[src/rtl/ex_div.sv]
// ex_div: iterative 32-cycle restoring divider for the EX stage, signed/unsigned,
// with divide-by-zero shortcut, pipeline annul and {remainder, quotient} result.
module ex_div #(
  parameter int WIDTH = 32
) (
  input  logic               clk,
  input  logic               rst,
  input  logic               start,
  input  logic               signed_div,
  input  logic [WIDTH-1:0]   opdata1,
  input  logic [WIDTH-1:0]   opdata2,
  input  logic               annul,
  output logic [2*WIDTH-1:0] result,
  output logic               ready,
  output logic               stallreq
);
  typedef enum logic [1:0] {IDLE, BYZERO, ON, END} state_t;
  state_t               state_q, state_d;
  logic [5:0]           cnt_q, cnt_d;
  logic [2*WIDTH:0]     rem_q, rem_d;
  logic [WIDTH-1:0]     dvs_q, dvs_d;
  logic                 negq_q, negq_d, negr_q, negr_d;
  logic [2*WIDTH-1:0]   res_q, res_d;
  logic [WIDTH:0]       diff;
  logic [2*WIDTH:0]     step;
  logic [WIDTH-1:0]     quo, rmd, abs1, abs2;
  assign abs1 = (signed_div && opdata1[WIDTH-1]) ? -opdata1 : opdata1;
  assign abs2 = (signed_div && opdata2[WIDTH-1]) ? -opdata2 : opdata2;
  // Trial subtract of the divisor from the upper half; keep it only when it does not borrow.
  assign diff = {1'b0, rem_q[2*WIDTH-1:WIDTH]} - {1'b0, dvs_q};
  assign step = diff[WIDTH] ? {rem_q[2*WIDTH-1:0], 1'b0} : {diff[WIDTH-1:0], rem_q[WIDTH-1:0], 1'b1};
  assign quo  = step[WIDTH-1:0];
  assign rmd  = step[2*WIDTH:WIDTH+1];
  always_comb begin
    state_d = state_q;
    cnt_d   = cnt_q;
    rem_d   = rem_q;
    dvs_d   = dvs_q;
    negq_d  = negq_q;
    negr_d  = negr_q;
    res_d   = res_q;
    case (state_q)
      IDLE: if (start && !annul) begin
        if (opdata2 == '0) state_d = BYZERO;
        else begin
          state_d = ON;
          cnt_d   = '0;
          rem_d   = {{WIDTH{1'b0}}, abs1, 1'b0};
          dvs_d   = abs2;
          negq_d  = signed_div && (opdata1[WIDTH-1] ^ opdata2[WIDTH-1]);
          negr_d  = signed_div && opdata1[WIDTH-1];
        end
      end
      BYZERO: begin
        state_d = annul ? IDLE : END;
        res_d   = annul ? res_q : '0;
      end
      ON: if (annul) begin
        state_d = IDLE;
        cnt_d   = '0;
      end else begin
        rem_d = step;
        cnt_d = cnt_q + 6'd1;
        if (cnt_q == 6'd31) begin
          state_d = END;
          cnt_d   = '0;
          res_d   = {(negr_q ? -rmd : rmd), (negq_q ? -quo : quo)};
        end
      end
      END: if (annul || !start) state_d = IDLE;
      default: state_d = IDLE;
    endcase
  end
  always_ff @(posedge clk or negedge rst) begin
    if (!rst) begin
      state_q <= IDLE;
      cnt_q   <= '0;
      rem_q   <= '0;
      dvs_q   <= '0;
      negq_q  <= 1'b0;
      negr_q  <= 1'b0;
      res_q   <= '0;
    end else begin
      state_q <= state_d;
      cnt_q   <= cnt_d;
      rem_q   <= rem_d;
      dvs_q   <= dvs_d;
      negq_q  <= negq_d;
      negr_q  <= negr_d;
      res_q   <= res_d;
    end
  end
  assign result   = res_q;
  assign ready    = state_q == END;
  assign stallreq = state_q == BYZERO || state_q == ON || (state_q == IDLE && start && !annul);
endmodule

[config.mk]
export PLATFORM = sky130hd
export DESIGN_NAME = ex_div
export DESIGN_NICKNAME = d
export VERILOG_FILES = /design/src/rtl/ex_div.sv
export SDC_FILE = /design/constraint.sdc
export NUM_CORES = 1
export LEC_CHECK = 0
export ABC_AREA = 1
export BUFFER_PORTS_ARGS = -buffer_cell sky130_fd_sc_hd__buf_2
export CORE_UTILIZATION = 50
export CTS_BUF_LIST = sky130_fd_sc_hd__clkbuf_16
export DETAILED_ROUTE_END_ITERATION = 16
export PLACE_DENSITY = 0.7
export SLEW_MARGIN = 10
export SYNTH_ARGS = -nofsm -noshare
export SYNTH_HDL_FRONTEND = slang
export SYNTH_SLANG_ARGS = --single-unit
[constraint.sdc]
create_clock -name clk -period 6.9 [get_ports clk]
set_input_delay 1.035 -clock clk [delete_from_list [all_inputs] [get_ports clk]]
set_output_delay 1.035 -clock clk [all_outputs]
set_load 0.01 [all_outputs]
After elaboration in Yosys (flattened, before gate mapping)
Cells that the tools add are included.
- bits in registers: 170
- bits in latches: 0
- RAM bits: 0
- memory bits (read-only): 0
- input bits: 69
- memories kept: 0
- add/sub/neg operators: 6
- multipliers: 0
- divide/modulo/power cells: 0
- order comparisons: 0
- equality and inequality tests: 11
- shift operators: 0
- multiplexer cells: 25
- bitwise gates (word level): 2
- reduce and logical (&&, ||, !) cells: 20
- operator list (kind ; number):
    $mux W64 ; 6
    $pmux W64 S2 ; 2
    $mux W32 ; 4
    $neg A32 Y32 ; 4
    $mux W65 ; 1
    $sub A32 B32 Y33 ; 1
    $logic_not A32 Y1 ; 1
    $mux W6 ; 4
    $mux W2 ; 6
    $pmux W6 S2 ; 1
    $ne A2 B2 Y1 const B ; 5
    $reduce_and A3 Y1 ; 3
    $pmux W2 S4 ; 1
    $reduce_and A4 Y1 ; 2
    $add A6 B1 Y6 const B ; 1
    $eq A6 B5 Y1 const B ; 1
    $logic_and A1 B1 Y1 ; 6
    $eq A2 B2 Y1 const B ; 2
    $reduce_bool A2 Y1 ; 2
    $logic_or A1 B1 Y1 ; 3
    $ne A3 B3 Y1 const B ; 1
    $eq A2 B1 Y1 const B ; 1
    $logic_not A1 Y1 ; 2
    $logic_not A2 Y1 ; 1
    3 further kinds ; 3

Logic depth before layout (Yosys ltp)
- depth in word-level cells: 7
- mapped depth: 30

Worst setup path before layout
No wires, ideal clock.
- path kind: register to register
- from: register rem_q[32]
- to: register res_q[30], in the netlist result[30]
- library setup time: 117 ps
- data arrival time: 3422 ps
- required time: 6783 ps
- slack: 3361 ps
- cell stages (with the launch flop): 31
- period minus slack after synthesis: 3539 ps
- cells stage by stage: dfrtp_1 > inv_1 > ha_1 > fa_1 > inv_1 > nand2_1 > nand2_1 > nand3_1 > nand2_2 > nand2_2 > nand2_4 > nand2_4 > nand2_8 > inv_2 > buf_2 > ha_1 > nand3_1 > nor3_1 > inv_1 > nor3_2 > nand3_1 > nor2_2 > nand2_1 > nand2_1 > o211ai_1 > inv_1 > nand2_1 > a21oi_1 > nand2_1 > nand3_1 > nand2_1
- longest elaborated chain between the ends: 7
- RTL lines (what ; RTL line ; source):
    start: declaration ; 20 ; logic [2*WIDTH:0] rem_q, rem_d;
    start signal: assignment ; 86 ; rem_q <= rem_d;
    $sub A32 B32 Y33 ; 30 ; assign diff = {1'b0, rem_q[2*WIDTH-1:WIDTH]} - {1'b0, dvs_q};
    $mux W65 ; 31 ; assign step = diff[WIDTH] ? {rem_q[2*WIDTH-1:0], 1'b0} : {diff[WIDTH-1:0], rem_q[WIDTH-1:0], 1'b1};
    $neg A32 Y32 ; 67 ; res_d = {(negr_q ? -rmd : rmd), (negq_q ? -quo : quo)};
    $mux W32 ; 67 ;
    $mux W64 ; 64 ; if (cnt_q == 6'd31) begin
    $mux W64 ; 58 ; ON: if (annul) begin
    $pmux W64 S2 ; 42 ; case (state_q)
    end signal: assignment ; 90 ; res_q <= res_d;
    end: declaration ; 23 ; logic [2*WIDTH-1:0] res_q, res_d;
No other way between the ends. The select of a mux whose other input is x is not followed.
A chain may end at the register's enable or synchronous reset.

Final worst setup path
- from: register rem_q[55]
- to: register res_q[30], in the netlist result[30]
The elaborated chain is that of the path after synthesis.

==> parameters.txt <==
Parameter                              Value

Clock tree
  Maximum root-to-sink buffer count    2
  Clock root buffer    sky130_fd_sc_hd__clkbuf_16
  Clock edge transition at the registers on the reported setup and hold paths    0.07 ns
  CTS tree    done
  Number of levels the H-tree was split into    4
  Clk sink count    170
  Count of hold-fix buffers inserted at cts    0
  Buffer count from post-CTS setup fixing    0
  Resize count post-CTS    0
  Insertion delay to the later sink of the worst-skew pair    0.45 ns
  TritonCTS Buffers    17

Floorplanning
  Die W    162 µm
  Site Rows    58
  Die span in y    162 µm
  Area of the die    26200 µm²
  Effective utilization at floorplan    50.9%
  Core Footprint    25100 µm²
  I/O pin count    135

Routing
  Drt first-iter violations    1060
  Final ANT Viol Nets    0
  Number of optimization iterations in the first detailed-route pass    6
  Vias/cell    5.41
  Routed wire length    39000 µm
  Vias post-DR    12800
  DRC errors left    0
  Detailed-route wire length per cell    16.5 µm

STA
  Final setup violating endpoints    0
  Unrepaired setup endpoints after global routing    no
  Minimum clock period after layout    4.76 ns
  Final Hold Vio Count    0
  Hold slack    0.475 ns
  Portion of the clock cycle consumed by the worst path in the final layout    69.0%
  Summed negative setup slack over all endpoints    0 ns
  Clk_skew    0.0177 ns
  Count of pins over their slew limit    0
  Transition at the pin with the smallest max-transition slack    1.05 ns
  Max-Slew Margin vs Limit    30.2%
  Top achievable clock speed    210 MHz

Power
  IR Drop Worst-Case VDD    0.275 mV
  Static leakage    7.80 nW
  Total power divided by cell area    408 nW/µm²

Synthesis
  Share of the synthesized area in the top cell type    33.3%
  Area of the mapped netlist    12800 µm²
  Flip-flop cell with the highest count after synthesis    sky130_fd_sc_hd__dfrtp_1
  Sequential element share of the synthesized area    33.3%
  Warnings, synthesis    0
  Gate count of the mapped netlist    1912
  Leading cell types by total area after synthesis    sky130_fd_sc_hd__dfrtp_1 (33%), sky130_fd_sc_hd__nand2_1 (16%), sky130_fd_sc_hd__inv_1 (7.4%)
  Most area-hungry cell type in the Yosys netlist    sky130_fd_sc_hd__dfrtp_1
  Mean post-synth cell area    6.68 µm²
  Number of distinct library cells after synthesis    56
  FF+latch count, synth    170
  Async S/R FF share, synth    100%
  Net Count, Synth    2023
  Count of flip-flops with a built-in enable after synthesis    0

Layout
  Final #Nets    2130
  Ratio of cells with drive above 1 in the final layout    13.1%
  Area grow syn2layout    11.9%
  Area of the multi-input gates    7270 µm²
  Antenna diodes    0
  Non-filler instance count after layout    2362
  Number of filler instances in the final layout    2526
  Sequential cell area in the final layout    4250 µm²

Hold path
  Hold Crit Class    reg -> reg

Global route
  GRT Total Usage    30.6%
  First-pass GRT wire length    62600 µm
  Antenna violations before repair    0
  Number of global-route vias before repair    11900
  Maximum number of pins on one net before global-route repair    74
  Aggregate global routing overflow    0

Setup path
  Data arrival time of the critical path    5.14 ns
  Endpoint kind of the worst setup timing path    register
  Kind of critical path    reg -> reg
  Maximum fanout along the worst path    44
  Kind of launch point of the worst setup path    register
  Endpoint required time on the critical path    7.28 ns

Placement
  Post-DP HPWL    29700 µm
  # placed instances    2330
  Placer's final routability congestion estimate    0.925
  I/O Buffers    134

Flow run
  Max cap viols    0

Run status
  Outcome    completed
final cells by class:
type | count | area share [%]
Clock inverter | 15 | 1.24
Multi-Input combinational cell | 1421 | 50.9
Clock buffer | 17 | 2.98
Sequential cell | 170 | 29.8
Tap cell | 330 | 2.89
Timing Repair Buffer | 143 | 5.21
Inverter | 266 | 6.99
synth_stat cells, types with 4 or more instances:
| library cell | count |
|---|---|
| sky130_fd_sc_hd__or2_2 | 6 |
| sky130_fd_sc_hd__nand4_1 | 16 |
| sky130_fd_sc_hd__buf_6 | 4 |
| sky130_fd_sc_hd__nand3_1 | 126 |
| sky130_fd_sc_hd__ha_1 | 41 |
| sky130_fd_sc_hd__nor4_1 | 13 |
| sky130_fd_sc_hd__o21ai_1 | 19 |
| sky130_fd_sc_hd__a32o_1 | 6 |
| sky130_fd_sc_hd__xor2_1 | 41 |
| sky130_fd_sc_hd__o21bai_1 | 4 |
| sky130_fd_sc_hd__a21oi_1 | 74 |
| sky130_fd_sc_hd__nand3b_1 | 6 |
| sky130_fd_sc_hd__nor2_2 | 16 |
| sky130_fd_sc_hd__o211ai_1 | 18 |
| sky130_fd_sc_hd__o21ai_0 | 173 |
| sky130_fd_sc_hd__o21ai_2 | 7 |
| sky130_fd_sc_hd__buf_2 | 10 |
| sky130_fd_sc_hd__clkbuf_1 | 36 |
| sky130_fd_sc_hd__nand2_4 | 4 |
| sky130_fd_sc_hd__xnor2_1 | 20 |
| sky130_fd_sc_hd__nor2_1 | 156 |
| sky130_fd_sc_hd__o31ai_1 | 4 |
| sky130_fd_sc_hd__nand2_1 | 559 |
| sky130_fd_sc_hd__dfrtp_1 | 170 |
| sky130_fd_sc_hd__inv_2 | 11 |
| sky130_fd_sc_hd__a31oi_1 | 8 |
| sky130_fd_sc_hd__o22ai_1 | 15 |
| sky130_fd_sc_hd__inv_1 | 252 |
| sky130_fd_sc_hd__nand2_2 | 28 |
| sky130_fd_sc_hd__nor3_1 | 28 |
cell families after synthesis:
group	count (synthesis)	synth area share [%]
XOR/XNOR	61	4.18
AND/OR/NAND/NOR	975	33.2
flip-flops	170	33.3
AO/OA/AOI/OAI	342	15.2
adder cells (fa/ha/maj)	42	4.17
multiplexers	1	0.0784
buffers and inverters	321	9.92
metrics by stage:
step           util, %  setup slack, ns  power [mW]  instance area (µm²)
2_1_floorplan        -             3.36        3.95                12800
3_3_place_gp      54.5             2.37        4.74                13700
3_5_place_dp      54.5             2.24        4.79                13700
4_1_cts           56.9             2.20        5.82                14300
5_1_grt           56.9             1.61        6.36                14300
6_report          56.9             2.14        5.83                14300
state kept, by name, summed over array words and instances (netlist names):
register / flops
result: 64
cnt_q: 6
negr_q: 1
negq_q: 1
dvs_q: 32
rem_q: 64
state_q: 2
metal layers:
layer  wire [µm]  share of wire [%]  global-route usage, %  vias up
li1            -                  -                      -     6379
met4        1230                3.1                   11.1        0
met2       18000                 46                   49.5      434
met5           0                  0                      0        -
met3        2110                5.4                   4.16       70
met1       17700                 45                   41.7     5895
worst paths after layout:
kind,startpoint,endpoint,slack [ns],depth (start not counted)
worst max-delay path,rem_q[55],result[30],2.14,24
worst max register to register,rem_q[55],result[30],2.14,24
max in group asynchronous,rst,result[36],4.97,2
worst min-delay path,result[21],result[21],0.48,2
worst min register to register,result[21],result[21],0.48,2
min in group asynchronous,rst,dvs_q[26],0.52,1
layout by cell type, fill, tap and decap left out, types with 3 or more instances in the layout:
master	instances
sky130_fd_sc_hd__nor2_1	155
sky130_fd_sc_hd__a31oi_1	7
sky130_fd_sc_hd__o31ai_1	4
sky130_fd_sc_hd__nand2_1	559
sky130_fd_sc_hd__buf_4	9
sky130_fd_sc_hd__nand3_1	126
sky130_fd_sc_hd__o21ai_1	19
sky130_fd_sc_hd__a32o_1	6
sky130_fd_sc_hd__dfrtp_1	170
sky130_fd_sc_hd__or2_2	6
sky130_fd_sc_hd__nand2_4	4
sky130_fd_sc_hd__a22oi_1	3
sky130_fd_sc_hd__clkinv_8	3
sky130_fd_sc_hd__o21ai_0	173
sky130_fd_sc_hd__inv_2	11
sky130_fd_sc_hd__a21oi_4	3
sky130_fd_sc_hd__nand2_2	28
sky130_fd_sc_hd__inv_6	5
sky130_fd_sc_hd__ha_1	41
sky130_fd_sc_hd__nand4_1	16
sky130_fd_sc_hd__o21bai_1	4
sky130_fd_sc_hd__inv_1	253
sky130_fd_sc_hd__xor2_1	41
sky130_fd_sc_hd__buf_2	133
sky130_fd_sc_hd__o211ai_1	18
sky130_fd_sc_hd__nor2_2	16
sky130_fd_sc_hd__a21oi_1	74
sky130_fd_sc_hd__nor4_1	13
sky130_fd_sc_hd__inv_8	3
sky130_fd_sc_hd__o22ai_1	15
sky130_fd_sc_hd__clkbuf_16	17
sky130_fd_sc_hd__nor3_1	28
sky130_fd_sc_hd__nor2_4	3
sky130_fd_sc_hd__clkinv_1	3
sky130_fd_sc_hd__nand3b_1	6
sky130_fd_sc_hd__xnor2_1	20
sky130_fd_sc_hd__nor3_2	3
sky130_fd_sc_hd__o21ai_2	7
critical path, cell delays in order, from the launching register on:
cell	delay (ns)
sky130_fd_sc_hd__dfrtp_1	0.41
sky130_fd_sc_hd__ha_1	0.38
sky130_fd_sc_hd__nand2_1	0.17
sky130_fd_sc_hd__a21oi_1	0.08
sky130_fd_sc_hd__nor2_1	0.12
sky130_fd_sc_hd__nand2_2	0.09
sky130_fd_sc_hd__a21oi_4	0.43
sky130_fd_sc_hd__nand2_8	0.30
sky130_fd_sc_hd__inv_2	0.42
sky130_fd_sc_hd__ha_1	0.25
sky130_fd_sc_hd__nand3_1	0.11
sky130_fd_sc_hd__nor3_1	0.21
sky130_fd_sc_hd__inv_1	0.10
sky130_fd_sc_hd__nor3_2	0.18
sky130_fd_sc_hd__nand3_1	0.21
sky130_fd_sc_hd__nor2_2	0.23
sky130_fd_sc_hd__nand2_1	0.10
sky130_fd_sc_hd__nand2_1	0.12
sky130_fd_sc_hd__o211ai_1	0.13
sky130_fd_sc_hd__inv_1	0.12
sky130_fd_sc_hd__nand2_1	0.09
sky130_fd_sc_hd__a21oi_1	0.15
sky130_fd_sc_hd__or2_2	0.14
sky130_fd_sc_hd__nand3_1	0.05
sky130_fd_sc_hd__nand2_1	0.08
power by group:
group	leakage, nW	internal (mW)	switching [mW]
registers	2.25	1.24	0.265
logic	5.25	1.06	2.25
clock network	0.299	0.520	0.489
total	7.80	2.82	3.01
Note: power is estimated with default switching activity, not from simulation.
